## config.mk

```make
export PLATFORM = sky130hd
export DESIGN_NAME = configurable_serial_transmitter
export DESIGN_NICKNAME = d
export VERILOG_FILES = /design/src/rtl/configurable_serial_transmitter.sv
export SDC_FILE = /design/constraint.sdc
export NUM_CORES = 1
export LEC_CHECK = 0
export ABC_AREA = 1
export CAP_MARGIN = 20
export CORE_ASPECT_RATIO = 0.7
export CORE_MARGIN = 2
export CORE_UTILIZATION = 59
export DETAILED_ROUTE_END_ITERATION = 10
export GPL_TIMING_DRIVEN = 0
export PLACE_DENSITY = 0.87
export REMOVE_ABC_BUFFERS = 1
export SETUP_SLACK_MARGIN = 0.1
export SYNTH_ARGS = -nofsm -noshare
export SYNTH_HDL_FRONTEND = slang
export SYNTH_SLANG_ARGS = --single-unit
```

## constraint.sdc

```tcl
create_clock -name clock -period 2 [get_ports clock]
set_input_delay 0.4 -clock clock [delete_from_list [all_inputs] [get_ports clock]]
set_output_delay 0.4 -clock clock [all_outputs]
set_load 0.01 [all_outputs]
```

## src/rtl/configurable_serial_transmitter.sv

```systemverilog
// Configurable UART transmitter with a small word FIFO in front of the
// frame serializer. Frame: start, DATA_BITS LSB first, optional parity, stop bits.
module configurable_serial_transmitter #(
    parameter int unsigned CLOCK_HZ   = 48000000,
    parameter int unsigned BAUD       = 9600,
    parameter int unsigned DATA_BITS  = 8,
    parameter int unsigned PARITY     = 0,
    parameter int unsigned STOP_BITS  = 1,
    parameter int unsigned FIFO_DEPTH = 4
) (
    input  logic                          clock,
    input  logic                          reset,
    input  logic [DATA_BITS-1:0]          tx_data,
    input  logic                          tx_data_available,
    output logic                          tx_ready,
    output logic                          serial_tx,
    output logic                          tx_busy,
    output logic [$clog2(FIFO_DEPTH):0]   fifo_count
);

    localparam int unsigned CLOCKS_PER_BIT = CLOCK_HZ / BAUD;
    localparam int unsigned PTR_W          = $clog2(FIFO_DEPTH);
    localparam int unsigned COUNT_W        = PTR_W + 1;
    localparam int unsigned CNT_W          = 16;
    localparam int unsigned IDX_W          = 4;

    typedef enum logic [2:0] {
        IDLE,
        START,
        DATA,
        PARITY_BIT,
        STOP
    } state_t;

    logic [DATA_BITS-1:0] fifo_mem [FIFO_DEPTH];
    logic [PTR_W-1:0]     wr_ptr;
    logic [PTR_W-1:0]     rd_ptr;

    state_t               state;
    logic [CNT_W-1:0]     bit_cnt;
    logic [IDX_W-1:0]     bit_idx;
    logic                 stop_idx;
    logic [DATA_BITS-1:0] shift_reg;
    logic                 parity_reg;

    logic                 push_c;
    logic                 pop_c;
    logic                 bit_end_c;
    logic                 frame_end_c;
    logic                 active_next_c;
    logic                 parity_c;
    logic [DATA_BITS-1:0] head_c;
    logic [COUNT_W-1:0]   count_next_c;

    // Handshake, pop decision and next-cycle FIFO occupancy
    always_comb begin
        bit_end_c     = (bit_cnt == CNT_W'(CLOCKS_PER_BIT - 1));
        frame_end_c   = (state == STOP) && bit_end_c && (stop_idx == 1'(STOP_BITS - 1));
        push_c        = tx_data_available && tx_ready;
        pop_c         = (fifo_count != '0) && ((state == IDLE) || frame_end_c);
        head_c        = fifo_mem[rd_ptr];
        parity_c      = (PARITY == 1) ? ~(^head_c) : (^head_c);
        active_next_c = pop_c || !((state == IDLE) || frame_end_c);
        count_next_c  = fifo_count;
        if (push_c && !pop_c) begin
            count_next_c = fifo_count + COUNT_W'(1);
        end else if (pop_c && !push_c) begin
            count_next_c = fifo_count - COUNT_W'(1);
        end
    end

    // FIFO storage; contents need no reset since occupancy is tracked separately
    always_ff @(posedge clock) begin
        if (!reset && push_c) begin
            fifo_mem[wr_ptr] <= tx_data;
        end
    end

    // FIFO pointers, occupancy and registered status flags
    always_ff @(posedge clock) begin
        if (reset) begin
            wr_ptr     <= '0;
            rd_ptr     <= '0;
            fifo_count <= '0;
            tx_ready   <= 1'b1;
            tx_busy    <= 1'b0;
        end else begin
            if (push_c) begin
                wr_ptr <= wr_ptr + PTR_W'(1);
            end
            if (pop_c) begin
                rd_ptr <= rd_ptr + PTR_W'(1);
            end
            fifo_count <= count_next_c;
            tx_ready   <= (count_next_c != COUNT_W'(FIFO_DEPTH));
            tx_busy    <= active_next_c || (count_next_c != '0);
        end
    end

    // Frame serializer FSM with registered line output
    always_ff @(posedge clock) begin
        if (reset) begin
            state      <= IDLE;
            serial_tx  <= 1'b1;
            bit_cnt    <= '0;
            bit_idx    <= '0;
            stop_idx   <= 1'b0;
            shift_reg  <= '0;
            parity_reg <= 1'b0;
        end else begin
            case (state)
                IDLE: begin
                    bit_cnt   <= '0;
                    serial_tx <= 1'b1;
                    if (pop_c) begin
                        shift_reg  <= head_c;
                        parity_reg <= parity_c;
                        state      <= START;
                        serial_tx  <= 1'b0;
                    end
                end
                START: begin
                    if (bit_end_c) begin
                        bit_cnt   <= '0;
                        bit_idx   <= '0;
                        state     <= DATA;
                        serial_tx <= shift_reg[0];
                    end else begin
                        bit_cnt <= bit_cnt + CNT_W'(1);
                    end
                end
                DATA: begin
                    if (bit_end_c) begin
                        bit_cnt <= '0;
                        if (bit_idx == IDX_W'(DATA_BITS - 1)) begin
                            if (PARITY != 0) begin
                                state     <= PARITY_BIT;
                                serial_tx <= parity_reg;
                            end else begin
                                state     <= STOP;
                                serial_tx <= 1'b1;
                                stop_idx  <= 1'b0;
                            end
                        end else begin
                            bit_idx   <= bit_idx + IDX_W'(1);
                            shift_reg <= shift_reg >> 1;
                            serial_tx <= shift_reg[1];
                        end
                    end else begin
                        bit_cnt <= bit_cnt + CNT_W'(1);
                    end
                end
                PARITY_BIT: begin
                    if (bit_end_c) begin
                        bit_cnt   <= '0;
                        state     <= STOP;
                        serial_tx <= 1'b1;
                        stop_idx  <= 1'b0;
                    end else begin
                        bit_cnt <= bit_cnt + CNT_W'(1);
                    end
                end
                STOP: begin
                    if (bit_end_c) begin
                        bit_cnt <= '0;
                        if (frame_end_c) begin
                            if (pop_c) begin
                                shift_reg  <= head_c;
                                parity_reg <= parity_c;
                                state      <= START;
                                serial_tx  <= 1'b0;
                            end else begin
                                state     <= IDLE;
                                serial_tx <= 1'b1;
                            end
                        end else begin
                            stop_idx <= 1'b1;
                        end
                    end else begin
                        bit_cnt <= bit_cnt + CNT_W'(1);
                    end
                end
                default: begin
                    state     <= IDLE;
                    serial_tx <= 1'b1;
                    bit_cnt   <= '0;
                end
            endcase
        end
    end

endmodule

```

==> flow_summary_export.csv <==
group,metric,value,unit
global_routing,grt_antenna_before_repair,0,
synthesis,synth-seq-area-share,53.8,%
clocking,clkLatencyLatePin,360,ps
timing,layout_min_cycle_time,2110,ps
layout,final_nets,450,
routing,remaining_drc_errors,0,
setup_path,crit_path_cell_trace,"inv_1 -> nor2_1 -> nand2_1 -> nor2_2 -> nand3_2 -> nand2_2 -> inv_2 -> a211oi_4 -> buf_6 -> nand2_4 -> a21oi_1 -> nor2_1",
outcome,violations,"setup timing",
power_and_ir_drop,powerDensity,1420,nW/um^2
floorplan,row_count,23,
synthesis,synth_top_cell_area_share,28.1,%
synthesis,synth.largest_area_cell,"sky130_fd_sc_hd__edfxtp_1",
layout,largest_register_ff_count,32,
timing,post-route-period-util,105,%
routing,route.detailed.vias_per_inst,5.86,
timing,timing.final.setup_violations,5,
clocking,tritoncts_num_sinks,76,
floorplan,fp.coreArea,5670,um^2
routing,detailedRoute.firstIterationViolations,442,
layout,mostFrequentLayoutCells,"60 x sky130_fd_sc_hd__nand2_1, 44 x sky130_fd_sc_hd__inv_1, 39 x sky130_fd_sc_hd__nor2_1",
global_routing,vias_in_the_first_global_route,2481,
clocking,ctsHtreeMaxLevel,3,
routing,route.antenna.remaining_nets,0,
routing,routedWlPerCell,16.2,um
clocking,clock_transition_at_the_register_clock_pins_on_the_worst_setup_and_hold_paths_after_cts,80,ps
timing,headroom_to_the_max_slew_limit,45.7,%
setup_path,crit_required,2250,ps
clocking,cts-root-to-sink-buffers,2,
timing,hold_viol,0,
setup_path,setup.worst_path.start_class,"flop",
setup_path,worst-endpoint-arrival,2350,ps
routing,dr_wl_met3,674,um
placement,input_output_buffers,16,
synthesis,synth_cells,398,
timing,final_clock_skew,14.1,ps
clocking,number_of_buffers_added_by_the_clock_tree_synthesis_step,9,
synthesis,synth_top_cells_by_area,"sky130_fd_sc_hd__edfxtp_1 28%, sky130_fd_sc_hd__dfxtp_1 26%, sky130_fd_sc_hd__nand2_1 7.6%",
clocking,clock_tree_root_driver_cell,"sky130_fd_sc_hd__clkbuf_8",
layout,leading_cell_type_in_the_layout_fill_and_taps_excluded,"sky130_fd_sc_hd__nand2_1",
layout,stdcell_area,4170,um^2
layout,antenna_cells_inserted,0,
placement,placement.cell_area,3650,um^2
layout,flow.area_growth_from_synthesis,21.7,%
layout,drive_above_1_share,19.5,%
synthesis,synth.cell_area,3420,um^2
floorplan,boundaryPins,17,
setup_path,cpMaxStageDelayCell,"sky130_fd_sc_hd__dfxtp_1",
global_routing,grt_first_pass_wirelength,11600,um
timing,max_slew.worst_pin.slew,815,ps
placement,place.detailed.hpwl,4890,um
routing,detailed_routed_wire_length_on_met2,3900,um
routing,dr.pass1.iters,5,
floorplan,die_width,95.0,um
global_routing,grt_overflow_total,0,
setup_path,timing.critical_path.slowest_cell_delay,430,ps
global_routing,grt_max_degree,19,
floorplan,initial_utilization,60.4,%
routing,route.layer.met1.wl,3430,um
synthesis,ys_types,32,
setup_path,crit_path_end_kind,"flop",
setup_path,timing_worst_setup_path_type,"flop to flop",
timing,maxSlewViolCount,0,
routing,uppermost_routed_layer,"met4",
routing,num_vias,2991,
synthesis,ys_ff_latch,76,
clocking,tritoncts,"built",
floorplan,die_y,67.7,um
global_routing,grt_util_all_layers,24.1,%
setup_path,critical_path.most_common_cell,"sky130_fd_sc_hd__nor2_1",
synthesis,average_size_of_a_mapped_cell,8.60,um^2
power_and_ir_drop,power.ir.vdd_worst,0.911,mV
setup_path,cp_max_fo,5,
routing,totalWireLength,8290,um
job,max_cap_viol_count,0,
outcome,run_status,"finished with violations",
timing,unrepaired_setup_endpoints_after_global_routing,"true",
clocking,cts-hold-fix-buffers,0,
power_and_ir_drop,leakagePower,1.60,nW
min_path,worst_hold_path_type,"flop to flop",
floorplan,die_area,6440,um^2
placement,gp_routability_congestion,0.890,
timing,final.setup.tns,-180,ps
timing,max_clock_freq,0.474,GHz
synthesis,synth.yosys.warnings,0,
timing,final_critical_path_setup_slack,-109,ps
synth_stat cells:
master / instances
sky130_fd_sc_hd__nand3_1: 29
sky130_fd_sc_hd__nor4_1: 2
sky130_fd_sc_hd__dfxtp_1: 44
sky130_fd_sc_hd__o2bb2ai_1: 1
sky130_fd_sc_hd__xor2_1: 7
sky130_fd_sc_hd__nor3_1: 7
sky130_fd_sc_hd__o221ai_1: 3
sky130_fd_sc_hd__nand3_2: 1
sky130_fd_sc_hd__nor2_2: 5
sky130_fd_sc_hd__ha_1: 9
sky130_fd_sc_hd__nor2_4: 1
sky130_fd_sc_hd__buf_2: 1
sky130_fd_sc_hd__clkbuf_1: 5
sky130_fd_sc_hd__a31oi_1: 1
sky130_fd_sc_hd__a21oi_1: 26
sky130_fd_sc_hd__nor2_1: 50
sky130_fd_sc_hd__edfxtp_1: 32
sky130_fd_sc_hd__o21ai_1: 2
sky130_fd_sc_hd__nand2_4: 1
sky130_fd_sc_hd__o22ai_1: 1
sky130_fd_sc_hd__a211oi_1: 1
sky130_fd_sc_hd__nand2_1: 69
sky130_fd_sc_hd__nor3_2: 1
sky130_fd_sc_hd__inv_1: 46
sky130_fd_sc_hd__or2_0: 1
sky130_fd_sc_hd__o21ai_0: 26
sky130_fd_sc_hd__inv_2: 7
sky130_fd_sc_hd__o21a_1: 3
sky130_fd_sc_hd__a211oi_4: 1
sky130_fd_sc_hd__a21oi_2: 1
sky130_fd_sc_hd__nand2_2: 4
sky130_fd_sc_hd__nand4_1: 10
routing by layer:
layer / vias to the layer above / GRT usage, %
li1: 1391 / -
met1: 1397 / 31.6
met2: 168 / 39.1
met3: 35 / 7.14
met4: 0 / 7.43
met5: - / 0
stage by stage:
step                      util [%]  instances  hold WS, ps  worst slack [ps]  total power [mW]
after floorplan                  -        392          418               241              3.36
after global placement        64.4        483          427              -781              3.77
after detailed placement      64.4        483          443              -885              3.87
after CTS                     71.0        504          450               102              5.52
after global routing          73.5        510          470              -189              6.20
final                         73.5        510          447              -109              5.92
worst paths after layout:
kind	slack [ps]	startpoint	depth (start not counted)	endpoint
max	-110	bit_cnt[2]$_SDFF_PP0_	12	shift_reg[7]$_SDFFE_PP0P_
max reg2reg	-110	bit_cnt[2]$_SDFF_PP0_	12	shift_reg[7]$_SDFFE_PP0P_
min	450	bit_cnt[0]$_SDFF_PP0_	1	bit_cnt[0]$_SDFF_PP0_
min reg2reg	450	bit_cnt[0]$_SDFF_PP0_	1	bit_cnt[0]$_SDFF_PP0_
cell families after synthesis:
logic type | count (synthesis) | share of synthesized area, %
compound gates | 66 | 11.0
xor+xnor | 7 | 1.79
fa+ha+maj | 9 | 3.29
buf+inv | 59 | 6.51
flops | 76 | 53.8
simple gates | 181 | 23.6
what timing repair did:
| action | in CTS | in global routing |
|---|---|---|
| buffers inserted | 5 | 4 |
| cloned | 0 | 2 |
| gates resized for setup | 22 | 30 |
| endpoints found under the setup margin | 56 | 49 |
| pin swaps | 6 | 15 |
power by group:
group / internal [mW] / switching [mW]
Clock: 0.909 / 0.585
Sequential: 1.85 / 0.232
Combinational: 0.835 / 1.51
final cells by class:
type                       instances  area (um^2)
clock buffer                      11          153
clock inverter                     5          108
fill                             353         1500
inverter                          53          199
multi-input combinational        264         1520
sequential                        76         1850
tap                               75         93.8
timing repair buffer              26          241
worst max-delay path: cells and delay by family (launching register included):
| family | cells | cell delay [ps] |
|---|---|---|
| compound gates | 2 | 430 |
| buf+inv | 3 | 310 |
| flops | 1 | 430 |
| simple gates | 7 | 830 |
Power figures use the tool's default switching activity.
